===== src/rtl/led_pkg.sv =====
// Shared types and constants for the LED indicator mode controller.
package led_pkg;

    typedef enum logic [1:0] {
        LED_OFF    = 2'd0,
        LED_ALT    = 2'd1,
        LED_SYNC   = 2'd2,
        LED_BREATH = 2'd3
    } led_mode_e;

    localparam int PWM_W = 4;
    localparam logic [PWM_W-1:0] DUTY_MAX = 4'd15;

    function automatic led_mode_e mode_inc(input led_mode_e m);
        return led_mode_e'(m + 2'd1);
    endfunction

endpackage


===== src/rtl/tick_gen.sv =====
// Free-running prescaler: one-cycle tick every DIV clocks.
module tick_gen #(
    parameter int DIV = 10
) (
    input  logic clk,
    input  logic rst_n,
    output logic tick
);
    localparam int CW = (DIV > 1) ? $clog2(DIV) : 1;
    localparam logic [CW-1:0] LAST = CW'(DIV - 1);

    logic [CW-1:0] r_cnt;

    always_ff @(posedge clk or negedge rst_n) begin
        if (!rst_n) begin
            r_cnt <= '0;
        end else if (r_cnt == LAST) begin
            r_cnt <= '0;
        end else begin
            r_cnt <= r_cnt + 1'b1;
        end
    end

    assign tick = (r_cnt == LAST);

endmodule


===== src/rtl/led_mode_ctrl.sv =====
// Two-LED indicator mode controller: off, alternating/sync blink,
// PWM breathing; modes stepped by pulse or loaded directly.
module led_mode_ctrl
    import led_pkg::*;
#(
    parameter int CLK_HZ      = 50_000_000,
    parameter int TICK_HZ     = 1000,
    parameter int BLINK_TICKS = 500,
    parameter int RAMP_TICKS  = 20
) (
    input  logic       clk,
    input  logic       rst_n,
    input  logic       mode_next,
    input  logic       mode_ld,
    input  logic [1:0] mode_sel,
    output logic [1:0] mode,
    output logic [1:0] led
);
    localparam int DIV = CLK_HZ / TICK_HZ;
    localparam int BW  = (BLINK_TICKS > 1) ? $clog2(BLINK_TICKS) : 1;
    localparam int RW  = (RAMP_TICKS > 1) ? $clog2(RAMP_TICKS) : 1;
    localparam logic [BW-1:0] BLINK_LAST = BW'(BLINK_TICKS - 1);
    localparam logic [RW-1:0] RAMP_LAST  = RW'(RAMP_TICKS - 1);

    led_mode_e        r_mode;
    led_mode_e        w_mode_nxt;
    logic             w_chg;
    logic             w_tick;
    logic             w_blink_en;
    logic             w_breath;
    logic [BW-1:0]    r_blink;
    logic             r_ph;
    logic [PWM_W-1:0] r_pwm;
    logic [PWM_W-1:0] r_duty;
    logic             r_dir_up;
    logic [RW-1:0]    r_ramp;
    logic [1:0]       w_led;
    logic [1:0]       r_led;

    tick_gen #(
        .DIV (DIV)
    ) u_tick (
        .clk   (clk),
        .rst_n (rst_n),
        .tick  (w_tick)
    );

    // Load takes precedence over step when both pulse together.
    always_comb begin
        w_mode_nxt = r_mode;
        w_chg      = 1'b0;
        if (mode_ld) begin
            w_mode_nxt = led_mode_e'(mode_sel);
            w_chg      = 1'b1;
        end else if (mode_next) begin
            w_mode_nxt = mode_inc(r_mode);
            w_chg      = 1'b1;
        end
    end

    always_ff @(posedge clk or negedge rst_n) begin
        if (!rst_n) begin
            r_mode <= LED_ALT;
        end else begin
            r_mode <= w_mode_nxt;
        end
    end

    assign w_blink_en = (r_mode == LED_ALT) || (r_mode == LED_SYNC);
    assign w_breath   = (r_mode == LED_BREATH);

    always_ff @(posedge clk or negedge rst_n) begin
        if (!rst_n) begin
            r_blink <= '0;
            r_ph    <= 1'b0;
        end else if (w_chg || !w_blink_en) begin
            r_blink <= '0;
            r_ph    <= 1'b0;
        end else if (w_tick) begin
            if (r_blink == BLINK_LAST) begin
                r_blink <= '0;
                r_ph    <= ~r_ph;
            end else begin
                r_blink <= r_blink + 1'b1;
            end
        end
    end

    always_ff @(posedge clk or negedge rst_n) begin
        if (!rst_n) begin
            r_pwm <= '0;
        end else if (w_chg || !w_breath) begin
            r_pwm <= '0;
        end else begin
            r_pwm <= r_pwm + 1'b1;
        end
    end

    // Triangle ramp: direction reverses on the step after an endpoint.
    always_ff @(posedge clk or negedge rst_n) begin
        if (!rst_n) begin
            r_ramp   <= '0;
            r_duty   <= '0;
            r_dir_up <= 1'b1;
        end else if (w_chg || !w_breath) begin
            r_ramp   <= '0;
            r_duty   <= '0;
            r_dir_up <= 1'b1;
        end else if (w_tick) begin
            if (r_ramp == RAMP_LAST) begin
                r_ramp <= '0;
                if (r_dir_up) begin
                    if (r_duty == DUTY_MAX) begin
                        r_dir_up <= 1'b0;
                        r_duty   <= DUTY_MAX - 1'b1;
                    end else begin
                        r_duty <= r_duty + 1'b1;
                    end
                end else begin
                    if (r_duty == '0) begin
                        r_dir_up <= 1'b1;
                        r_duty   <= 4'd1;
                    end else begin
                        r_duty <= r_duty - 1'b1;
                    end
                end
            end else begin
                r_ramp <= r_ramp + 1'b1;
            end
        end
    end

    always_comb begin
        w_led = 2'b00;
        unique case (r_mode)
            LED_OFF:    w_led = 2'b00;
            LED_ALT:    w_led = {r_ph, ~r_ph};
            LED_SYNC:   w_led = {r_ph, r_ph};
            LED_BREATH: w_led = {2{r_pwm < r_duty}};
            default:    w_led = 2'b00;
        endcase
    end

    always_ff @(posedge clk or negedge rst_n) begin
        if (!rst_n) begin
            r_led <= 2'b01;
        end else begin
            r_led <= w_led;
        end
    end

    assign mode = r_mode;
    assign led  = r_led;

endmodule


===== config.mk =====
export PLATFORM = sky130hd
export DESIGN_NAME = led_mode_ctrl
export DESIGN_NICKNAME = d
export VERILOG_FILES = /design/src/rtl/led_pkg.sv /design/src/rtl/tick_gen.sv /design/src/rtl/led_mode_ctrl.sv
export SDC_FILE = /design/constraint.sdc
export NUM_CORES = 1
export LEC_CHECK = 0
export BUFFER_PORTS_ARGS = -buffer_cell sky130_fd_sc_hd__buf_2
export CORE_MARGIN = 8
export CORE_UTILIZATION = 45
export DETAILED_ROUTE_END_ITERATION = 10
export PLACE_DENSITY = 0.62
export REMOVE_ABC_BUFFERS = 1
export SLEW_MARGIN = 20
export SYNTH_ARGS = -nofsm -noshare
export SYNTH_HDL_FRONTEND = slang
export SYNTH_HIERARCHICAL = 1
export SYNTH_SLANG_ARGS = --single-unit

===== constraint.sdc =====
create_clock -name clk -period 2.4 [get_ports clk]
set_input_delay 0.48 -clock clk [delete_from_list [all_inputs] [get_ports clk]]
set_output_delay 0.48 -clock clk [all_outputs]
set_load 0.02 [all_outputs]

Word-level counts from Yosys, hierarchy flattened --
Index checks and enable logic that the tools add are counted. Widths: inputs -> output; s select.
Cells by class: add/subtract/negate cells 7, order comparisons 1, equal/unequal tests 7, mux-type cells 28, bitwise operators 1, reduce and logical (&&, ||, !) cells 14
Operators by type and width (number):
- $mux 4 | 7
- $mux 9 | 3
- $add 16x1->16 const B | 1
- $eq 16x16->1 const B | 1
- $mux 16 | 1
- $mux 5 | 3
- $mux 1 | 11
- $reduce_bool 2->1 | 5
- $add 9x1->9 const B | 1
- $eq 9x9->1 const B | 1
- $add 4x1->4 const B | 2
- $pmux 2 s4 | 1
- $add 5x1->5 const B | 1
- $eq 5x5->1 const B | 1
- $eq 2x2->1 const B | 2
- $eq 4x4->1 const B | 1
- $logic_not 4->1 | 1
- $lt 4x4->1 | 1
- $mux 2 | 2
- $reduce_and 2->1 | 2
- $sub 4x1->4 const B | 1
- $logic_or 1x1->1 | 3
- $add 2x1->2 const B | 1
- $eq 2x1->1 const B | 1
- other kinds (3) | 4
Word-level totals: bits in registers 44, input bits 6, output and inout bits 4, logic and storage cells 67

Longest topological paths before layout --
Gate-level depths: netlist (run 1).
depth in word-level cells 6, gate-level depth with buffers 9, depth with buffers taken out 7

Modules after synthesis --
The synthesis (run 1) kept the hierarchy.
By module, submodules not included:
- led_mode_ctrl | times used 1, cells an instance 186, area an instance 1716.6 um2, sequential area each 704.4 um2
- tick_gen | times used 1, cells an instance 67, area an instance 762.0 um2, sequential area each 400.4 um2

Worst setup path after synthesis (run 1) --
OpenSTA, ideal clock, no wires.
path kind reg2reg, start point reg r_mode[0] (netlist: mode[0]), end point reg r_blink[3], setup time 0.121 ns, data arrival time 1.835 ns, required time 2.279 ns, slack 0.443 ns, cell stages (with the launch flop) 8, path buffers 1, period minus slack after synthesis 1.957 ns, path through dfstp_2 -> inv_1 -> ha_1 -> or3b_1 -> buf_6 -> o2111ai_2 -> xor2_1 -> nor2_1
On the way: longest elaborated chain between the ends 5, elaborated cells on any way between the ends 7, those cells by class eq/ne: 2; mux: 1; reduce/logical: 4
Ends and longest elaborated chain:
- from (decl) | line led_mode_ctrl.sv:25 | led_mode_e r_mode;
- from (signal assigned) | line led_mode_ctrl.sv:65 | r_mode <= w_mode_nxt;
- $eq 2x1->1 / $eq 2x2->1 (equally long branches) | line led_mode_ctrl.sv:69 | assign w_blink_en = (r_mode == LED_ALT) || (r_mode == LED_SYNC);
- $logic_or 1x1->1 * | line led_mode_ctrl.sv:69
- $logic_not 1->1 * | line led_mode_ctrl.sv:76 | end else if (w_chg || !w_blink_en) begin
- $logic_or 1x1->1 * | line led_mode_ctrl.sv:76
- $mux 9 / $reduce_bool 2->1 (equally long branches)
- to (signal assigned) | line led_mode_ctrl.sv:84 | r_blink <= r_blink + 1'b1;
- to (decl) | line led_mode_ctrl.sv:31 | logic [BW-1:0] r_blink;
Mark *: on every way between the ends. The rest lies on a longest branch, timed or not. A chain may end at the register's enable or synchronous reset.

Worst setup path after layout (run 1) --
start point reg u_tick.r_cnt[0], end point reg r_blink[7]
On the way: longest elaborated chain between the ends 2
Ends and longest elaborated chain:
- from (decl) | line tick_gen.sv:12 | logic [CW-1:0] r_cnt;
- from (signal assigned) | line tick_gen.sv:20 | r_cnt <= r_cnt + 1'b1;
- $eq 16x16->1 | line tick_gen.sv:24 | assign tick = (r_cnt == LAST);
- named net w_tick | line led_mode_ctrl.sv:28 | logic w_tick;
- $reduce_bool 2->1 (no line)
The timed path passes the listed nets, and every way through them passes these cells.

==> results of run 1 <==
synth_stat cells, types with 2 or more instances:
library cell / number
o21ai_0: 12
a311oi_1: 3
inv_1: 12
and2_1: 3
ha_1: 14
dfrtp_1: 41
and3_1: 3
buf_2: 7
nor2_1: 24
or3b_1: 3
nand2b_1: 4
nand3_1: 10
nor3_1: 5
xnor2_1: 6
nand4_1: 7
a21o_1: 2
nand2_1: 16
buf_6: 2
mux2i_1: 5
and4_1: 5
and4bb_2: 2
nor4_1: 3
a221oi_1: 2
a21oi_1: 17
xor2_1: 14
dfstp_2: 3
nor2b_1: 5
final timing paths:
check / start / endpoint / cells after the start
min: rst_n / u_tick/r_cnt[7] / 1
min reg2reg: u_tick/r_cnt[0] / u_tick/r_cnt[0] / 1
max reg2reg: u_tick/r_cnt[0] / r_blink[7] / 6
max in group asynchronous: rst_n / mode[0] / 2
min in group clk: mode_sel[0] / mode[0] / 3
max: u_tick/r_cnt[0] / r_blink[7] / 6
registers in the layout, summed over array words and instances, names as in the netlist:
| name | count |
|---|---|
| r_ph | 1 |
| led | 2 |
| r_duty | 4 |
| r_pwm | 4 |
| u_tick/r_cnt | 16 |
| r_blink | 9 |
| mode | 2 |
| r_ramp | 5 |
| r_dir_up | 1 |
cell families (layout without fill, tap and decap cells):
kind of cell               after synthesis  after routing  synth area share, %
xor gates and xnor gates                20             20                 7.07
and+or+nand+nor                        101            101                 23.1
DFF                                     44             44                 44.6
AOI/OAI and AO/OA                       47             47                 11.9
muxes                                    5              5                 2.02
adders and majority gates               14             14                 7.07
buffers and inverters                   22             33                 4.29
area by class of cell:
type | count | share of cell area [%]
sequential | 44 | 41.3
timing repair buffer | 13 | 2.81
multi-input combinational | 187 | 47.4
inverter | 12 | 1.68
clock inverter | 2 | 0.374
tap | 72 | 3.37
clock buffer | 6 | 3.09
where the power goes:
group	switching (W)	internal (W)
combinational	0.0000570	0.0000278
sequential	0.00000678	0.000750
clock	0.000246	0.000230
routing by layer:
layer	wire length, um	global-route usage (%)	vias up
li1	-	-	914
met1	2240	15.0	852
met2	2030	17.9	14
met3	92	3.16	2
met4	29	3.74	0
met5	0	0	-
worst register-to-register path: stages, from the launching register on:
cell and delay (ns):
dfrtp_1 0.39, ha_1 0.19, and3_1 0.27, and4_1 0.47
nand4_1 0.22, or3b_1 0.39, a21oi_1 0.14
per-stage QoR:
step | total power, W | worst slack (ns) | hold slack [ns] | instances | area (sq um)
finish | 0.00132 | 0.255 | 0.186 | 336 | 2680
global route | 0.00139 | 0.0732 | 0.223 | 336 | 2680
detailed placement | 0.000858 | 0.265 | 0.483 | 328 | 2580
CTS | 0.00134 | 0.240 | 0.200 | 336 | 2680
floorplan | 0.000817 | 0.221 | 0.184 | 243 | 2420
global placement | 0.000857 | 0.350 | 0.464 | 328 | 2580
==> impl_results.md, run 1 <==
- Maximum resistive drop on vdd: ~0.30 mV
- Row Count: 27
- Antenna diode instance count: 0
- Clock transition at the registers of the reported paths: 0.09 ns
- Leading area contributor after synthesis: dfrtp_1
- Cell area power density: slightly below 500 mW/mm^2
- Post-synthesis average cell area: between 9 and 10 sq um
- Critical path, cell by cell: ha_1 -> and3_1 -> and4_1 -> nand4_1 -> or3b_1 -> a21oi_1
- Crit-path leading delay family: simple AND/OR/NAND/NOR gates
- Most common cell after layout, fill and taps aside: dfrtp_1
- Portion of synthesized cell area occupied by the leading cell type: 41.4%
- Die height: about 90 um
- Async set-or-reset flop fraction in the synthesized netlist: 100%
- Number of buffers inserted for hold repair after clock tree synthesis: 0
- Worst setup EP type: flop
- CTS HTree Levels: 2
- Slowest cell on the critical path: and4_1
- Overall global routing resource usage: between 10% and 20%
- Skew-Pair Late Insertion Delay: roughly 0.29 ns
- Fraction of the core area covered by cells at the end of the flow: between 40% and 50%
- Final weighted congestion in routability-driven placement: about 0.83
- Gate count after technology mapping: about 250
- Initial standard-cell utilization of the core: 45.9%
- Initial DRT Pass Iterations: 4
- Worst path arrival time: roughly 2.4 ns
- Final worst-path cycle share: around nine tenths
- Ratio of routed vias to standard cells: 5.30
- Internal reg-to-reg setup slack: 0.26 ns
- Largest driver fanout on the critical path: 11
- CTS tree: built
- Slowest Stage Delay on Critical Path: 0.47 ns
- Area of all sequential standard cells: approximately 0.0011 sq mm
- Most used flip-flop cell after synthesis: dfrtp_1
- Setup CP Type: flop to flop
- Largest cells by area after synthesis: dfrtp_1 41%, ha_1 7.1%, xor2_1 4.9%
- I/O pins: 10
- Top library cells by usage in the layout, fill and taps aside: 41 x dfrtp_1, 24 x nor2_1, 17 x a21oi_1
- Final setup violation count: 0
- Via count: about 1800
- Warnings from Yosys: 6
- Minimum period implied by the final worst setup slack: 2.14 ns
- Number of DRC markers in iteration 0: just over 60
- Worst Clk Skew: just under 0.007 ns
- Crit path buffers/inverters: 0
- Summed instance area of the synthesized netlist: approximately 0.0025 sq mm
- Total area of multi-input combinational cells: about 0.0013 sq mm
- P_leak: 1.17 nW
- Number of distinct library cells after synthesis: 50
- Status: finished clean
- Max-cap violation count: 0
- Setup TNS after final layout: 0 ns
- Final Hold Fails: 0
- Post-cts resize count: 0
- Area of the die: approximately 0.0081 sq mm
- Core area: 0.00541 sq mm
- Headroom to the max-slew limit: slightly above 60%
- Total Nets Final: 283
- Wire length of the first global-routing pass: 7.98 mm
- Number of global-route vias before repair: 1775
- Number of max-slew violations in the final report: 0
- Proportion of synthesized chip area in sequential cells: roughly 45%
- Horizontal die dimension: 90.2 um
- Post-CTS setup repair buffer count: 0
- Number of register bits inferred by synthesis: 44
- DRC errors left: 0
- Fillers: between 500 and 600
- Sort of element at the start of the critical path: flop
- Ratio of cells with drive above 1 in the final layout: about 13%
- Buffer levels on the longest clock path: 2
- Layout Area Growth over Synthesis: 7.93%
- Wire length per cell after detailed routing: 13.1 um
- Residual overflow from global routing: 0
- CTS sink count: 44
- Number of buffers inserted during clock tree synthesis: 5
- Port-buffer cells: 9
- Detail Placement HPWL: about 3.1 mm
- Data required time of the worst path: about 2.6 ns
- Class of the most critical hold timing path: input pin to async pin
- Detailed-route wire length: between 4 and 5 mm
- RSZ-0062 raised after global routing: no
- Fmax achieved: around 470 MHz
- Initial antenna violation count: 0
- Post-synth EDFFs: 0
- Slew @ Worst Pin: a little under 0.6 ns
- Buffer cell driving the clock tree root: clkbuf_8
- Final ANT Viol Nets: 0
- Maximum number of pins on one net before global-route repair: 28
Power figures use the tool's default switching activity.
==> run 2, diff against run 1 <==
Settings changed: BUFFER_PORTS_ARGS -buffer_cell sky130_fd_sc_hd__buf_2 to -buffer_cell sky130_fd_sc_hd__buf_4.
==> run 2 against run 1 <==
Net effect: clock-buffer cell count is the same; clock power rose by 17%; power is 6.3% higher; final cell count shrank 0.60%; critical path depth unchanged; setup slack got worse by 0.024 ns; first-iteration DRC count is 19% higher; sequential share of layout area fell by 0.34 points; design area rose by 0.84%; maximum frequency fell by 1.1%; sequential cell count stayed put; routed wire length rose by 1.1%; critical path type unchanged; largest cell class unchanged.
==> impl_results.md, run 2 (synthesis gave the netlist of run 1 again) <==
- Status: finished clean
- Final weighted congestion in routability-driven placement: about 0.78
- CTS sink count: 44
- Post-cts resize count: 0
- Worst setup EP type: flop
- Antenna diode instance count: 0
- Total Nets Final: 281
- Clock transition at the registers of the reported paths: approximately 0.080 ns
- CTS tree: built
- DRC errors left: 0
- Overall power of the completed layout: roughly 0.0014 W
- Area of the die: between 0.008 and 0.009 sq mm
- Setup TNS after final layout: 0 ns
- Residual overflow from global routing: 0
- Port-buffer cells: 9
- Worst path arrival time: ~2.4 ns
- Ratio of routed vias to standard cells: 5.40
- Number of max-slew violations in the final report: 0
- Max-cap violation count: 0
- Wire length per cell after detailed routing: 13.3 um
- Initial standard-cell utilization of the core: about 46%
- Fmax achieved: about 460 MHz
- Biggest register: u_tick/r_cnt
- Number of flip-flops in the largest register: 16
- Worst Setup Slack post-DPL: roughly 0.28 ns
- Buffer cell driving the clock tree root: clkbuf_8
- Buffer levels on the longest clock path: 2
- Cell area power density: just over 500 mW/mm^2
- Row Count: 27
- Detail Placement HPWL: about 3.1 mm
- Final ANT Viol Nets: 0
- Most common cell after layout, fill and taps aside: dfrtp_1
- Critical path, cell by cell: ha_1 -> and3_1 -> and4_1 -> nand4_1 -> or3b_1 -> a21oi_1
- Data required time of the worst path: 2.61 ns
- Registers with the most flip-flops: u_tick/r_cnt x16, r_blink x9, r_ramp x5
- Minimum period implied by the final worst setup slack: approximately 2.2 ns
- I/O pins: 10
- Fillers: 516
- Setup CP Type: flop to flop
- Sort of element at the start of the critical path: flop
- Die height: approximately 90 um
- Headroom to the max-slew limit: between 60 and 70%
- Number of DRC markers in iteration 0: 74
- CTS HTree Levels: 2
- Ratio of cells with drive above 1 in the final layout: 11.5%
- Initial antenna violation count: 0
- Internal reg-to-reg setup slack: ~0.23 ns
- Crit path buffers/inverters: 0
- Slew @ Worst Pin: around 0.56 ns
- Final Hold Fails: 0
- P_leak: around 1.2 nW
- Final setup violation count: 0
- Crit-path leading delay family: simple AND/OR/NAND/NOR gates
- Smallest setup slack after layout: about 0.23 ns
- Overall global routing resource usage: a little under an eighth
- Class of the most critical hold timing path: input pin to async pin
- Top library cells by usage in the layout, fill and taps aside: 41 x dfrtp_1, 24 x nor2_1, 17 x a21oi_1
- Slowest Stage Delay on Critical Path: about 0.5 ns
- Depth of the worst register-to-register path: 6
- Skew-Pair Late Insertion Delay: about 0.3 ns
- Final worst-path cycle share: about nine tenths
- Post-CTS setup repair buffer count: 0
- Horizontal die dimension: ~90 um
- WP depth: 6
- Number of global-route vias before repair: 1764
- Area of all sequential standard cells: roughly 0.0011 sq mm
- Via count: around 1800
- Detailed-route wire length: between 4 and 5 mm
- Total area of multi-input combinational cells: about 0.0013 sq mm
- RSZ-0062 raised after global routing: no
- Slowest cell on the critical path: and4_1
- Worst Clk Skew: 0.00837 ns
- Maximum number of pins on one net before global-route repair: 45
- Largest driver fanout on the critical path: 11
- Number of buffers inserted during clock tree synthesis: 5
- Initial DRT Pass Iterations: 4
- Layout Area Growth over Synthesis: 8.83%
- Core area: about 0.0054 sq mm
- Wire length of the first global-routing pass: slightly above 8 mm
- Number of buffers inserted for hold repair after clock tree synthesis: 0
- Maximum resistive drop on vdd: between 0.2 and 0.3 mV
==> run 2: layout make-up <==
cell class              count  share of cell area, %
clock buffers               6                   2.69
clock inverters             2                   1.30
inverters                  12                   1.67
multi-input cells         187                   47.0
flip-flops and latches     44                   41.0
well taps                  72                   3.34
repair buffers             11                   3.06
==> run 2: power breakdown <==
group	internal [W]	switching (W)	total [W]	leakage, nW
Sequential	0.000750	0.00000703	0.000757	0.588
Clock	0.000309	0.000247	0.000556	0.0552
Combinational	0.0000312	0.0000563	0.0000876	0.523
Total	0.00109	0.000310	0.00140	1.17
==> run 2: worst paths after layout <==
check / startpoint / end
min in group clk: mode_ld / mode[0]
min: rst_n / u_tick/r_cnt[0]
max reg2reg: u_tick/r_cnt[0] / r_blink[7]
min reg2reg: u_tick/r_cnt[0] / u_tick/r_cnt[0]
max: u_tick/r_cnt[0] / r_blink[7]
max in group asynchronous: rst_n / led[0]
==> run 2: stage by stage <==
step	utilization [%]	hold WS, ns	instance area [sq um]	cells
final	49.9	0.169	2700	334
after global routing	49.9	0.212	2700	334
after CTS	49.9	0.191	2700	334
after global placement	47.9	0.463	2590	326
after floorplan	-	0.184	2420	243
after detailed placement	47.9	0.475	2590	326
==> run 2: metal layers <==
| metal | global-route usage (%) | vias to the layer above | routed length, um |
|---|---|---|---|
| li1 | - | 916 | - |
| met2 | 18.3 | 16 | 1960 |
| met4 | 4.99 | 0 | 68 |
| met3 | 2.41 | 5 | 125 |
| met1 | 15.6 | 865 | 2290 |
| met5 | 0 | - | 0 |
==> run 3, diff against run 2 <==
Settings changed: ABC_AREA from default to 1, ABC_CLOCK_PERIOD_IN_PS from default to 2400.
==> run 3 against run 2 <==
Net effect: design area is 7.1% higher; maximum frequency rose by 16%; register-to-register slack better by 0.29 ns; non-clock buffer count fell by 2; highest routed layer unchanged; critical path depth rose by 4; clock-buffer cell count shrank 1; power increased by 19%.
==> impl_results.md, run 3 <==
- Status: finished clean
- Number of DRC markers in iteration 0: just under 90
- RSZ-0062 raised after global routing: no
- Number of buffers inserted during clock tree synthesis: 5
- CTS HTree Levels: 2
- Post-synthesis adder-cell area fraction: between 6 and 7%
- Horizontal die dimension: around 92 um
- I/O pins: 10
- Async set-or-reset flop fraction in the synthesized netlist: between 90% and 100%
- Post-synthesis mux area share: 0%
- Wire length of the first global-routing pass: 8.77 mm
- Final ANT Viol Nets: 0
- P_leak: 1.49 nW
- Setup CP Type: flop to flop
- Top cell types by occurrence after synthesis: 93 x nand2_1, 49 x inv_1, 45 x nor2_1
- Layout Area Growth over Synthesis: 12.3%
- Gate count after technology mapping: 340
- Initial DRT Pass Iterations: 4
- Area of the die: around 0.0084 sq mm
- Most common cell after layout, fill and taps aside: nand2_1
- Most instantiated library cell after synthesis: nand2_1
- Minimum hold slack: roughly 0.17 ns
- Worst setup EP type: flop
- Top library cells by usage in the layout, fill and taps aside: 93 x nand2_1, 49 x inv_1, 45 x nor2_1
- Wire length per cell after detailed routing: ~11 um
- Synthesized-area fraction occupied by ao, oa, aoi and oai cells: 5.54%
- Total area of multi-input combinational cells: 0.00127 sq mm
- Summed instance area of the synthesized netlist: 0.00257 sq mm
- Biggest register: u_tick/r_cnt
- Number of distinct library cells after synthesis: 28
- Most used flip-flop cell after synthesis: dfrtp_1
- Total Nets Final: roughly 380
- Max-cap violation count: 0
- Critical path, cell by cell: ha_1 -> nand3_2 -> nor2_1 -> nand2_2 -> inv_2 -> inv_2 -> o21ai_2 -> inv_1 -> nand2_1 -> o21ai_0
- Via count: 2033
- Slowest Stage Delay on Critical Path: ~0.40 ns
- Share of the synthesized netlist area taken by xor and xnor gates: between 4 and 5%
- CTS tree: built
- Maximum number of pins on one net before global-route repair: 45
- Post-CTS setup repair buffer count: 0
- Fillers: ~530
- Antenna diode instance count: 0
- Fmax achieved: between 500 and 600 MHz
- Post-synthesis average cell area: approximately 7.6 sq um
- Buffer cell driving the clock tree root: clkbuf_8
- Final worst-path cycle share: between 70% and 80%
- Critical Path Most Common Cell: inv_2
- Worst path arrival time: 2.06 ns
- Final Hold Fails: 0
- Post-synth EDFFs: 0
- Portion of synthesized cell area occupied by the leading cell type: ~40%
- Final non-filler cell total: around 430
- Slew @ Worst Pin: 0.557 ns
- Final setup violation count: 0
- Skew-Pair Late Insertion Delay: around 0.3 ns
- Port-buffer cells: 9
- Number of flip-flops in the largest register: 16
- Largest driver fanout on the critical path: 11
- Cell area power density: between 500 and 600 mW/mm^2
- Worst Clk Skew: 0.0112 ns
- Sort of element at the start of the critical path: flop
- Ratio of cells with drive above 1 in the final layout: a little over a tenth
- Number of max-slew violations in the final report: 0
- Detail Placement HPWL: around 3.5 mm
- Overall global routing resource usage: 12.5%
- Number of buffers inserted for hold repair after clock tree synthesis: 0
- Synthesized-area fraction occupied by and/or/nand/nor cells: about a third
- Slowest cell on the critical path: dfrtp_1
- Registers with the most flip-flops: u_tick/r_cnt x16, r_blink x9, r_ramp x5
- Leading area contributor after synthesis: dfrtp_1
- Detailed-route wire length: approximately 4.7 mm
- Number of register bits inferred by synthesis: 44
- Setup TNS after final layout: 0 ns
- Row Count: 27
- Initial standard-cell utilization of the core: 46.7%
- DRC errors left: 0
- Buffer levels on the longest clock path: 2
- Proportion of synthesized chip area in sequential cells: 42.9%
- Headroom to the max-slew limit: between 60% and 70%
- Largest cells by area after synthesis: dfrtp_1 40%, nand2_1 14%, inv_1 7.1%
- Initial antenna violation count: 0
- Die height: between 90 and 100 um
- Placed Instances: 421
- Post-cts resize count: 0
- Main combinational cell family by area after synthesis: simple AND/OR/NAND/NOR gates
- Maximum resistive drop on vdd: 0.357 mV
- Warnings from Yosys: 6
- Class of the most critical hold timing path: input pin to async pin
- Area of all sequential standard cells: 0.00110 sq mm
- Ratio of routed vias to standard cells: ~4.7
- CTS sink count: 44
- Core area: 0.00551 sq mm
- Residual overflow from global routing: 0
- Final weighted congestion in routability-driven placement: between 0.8 and 0.9
- Clock transition at the registers of the reported paths: ~0.090 ns
- Data required time of the worst path: 2.59 ns
- Number of global-route vias before repair: about 2000
- Minimum period implied by the final worst setup slack: about 1.9 ns
==> run 3: through the flow <==
stage / cell area [sq um] / power, W / setup WS [ns] / util, %
3_5_place_dp: 2730 / 0.000909 / 0.536 / 49.6
6_report: 2890 / 0.00167 / 0.523 / 52.5
3_3_place_gp: 2730 / 0.000909 / 0.604 / 49.6
5_1_grt: 2890 / 0.00174 / 0.300 / 52.5
4_1_cts: 2890 / 0.00170 / 0.512 / 52.5
2_1_floorplan: 2570 / 0.000855 / 0.756 / -
==> run 3: cells by family after synthesis <==
group / Yosys count
buffers and inverters: 53
flip-flops: 44
XOR/XNOR: 12
AO/OA/AOI/OAI: 26
adder cells (fa/ha/maj): 14
AND/OR/NAND/NOR: 191
==> run 3: path summary, 6_finish.rpt <==
path | to | cells past startpoint | from | slack (ns)
max | r_duty[0] | 10 | u_tick/r_cnt[0] | 0.52
min | r_ph | 1 | rst_n | 0.17
max reg2reg | r_duty[0] | 10 | u_tick/r_cnt[0] | 0.52
min reg2reg | u_tick/r_cnt[0] | 1 | u_tick/r_cnt[0] | 0.50
max in group asynchronous | u_tick/r_cnt[5] | 1 | rst_n | 1.85
min in group clk | mode[1] | 3 | mode_sel[1] | 0.41
==> run 3: power breakdown <==
part	internal, W	total, W	switching, W
sequential	0.000758	0.000770	0.0000123
clock	0.000520	0.000779	0.000259
combinational	0.0000414	0.000121	0.0000798
==> run 3: critical path, delay by kind of cell (launching register included) <==
family / cells / cell delay [ns]
adder cells (fa/ha/maj): 1 / 0.22
AO/OA/AOI/OAI: 2 / 0.25
buffers and inverters: 3 / 0.40
flip-flops: 1 / 0.40
AND/OR/NAND/NOR: 4 / 0.48
==> run 3: final cells by class <==
cell class              instances  area share (%)
clock buffers                   5            2.38
clock inverters                 3            3.12
inverters                      53            6.93
multi-input cells             243            43.9
flip-flops and latches         44            38.2
well taps                      72            3.12
repair buffers                  9            2.34
==> run 3: layer usage <==
| metal | routed length [um] | share of wire [%] | track usage (%) |
|---|---|---|---|
| met5 | 0 | 0 | 0 |
| met4 | 71 | 1.5 | 4.50 |
| met3 | 144 | 3.0 | 3.34 |
| met2 | 2080 | 44 | 19.6 |
| met1 | 2440 | 51 | 16.0 |
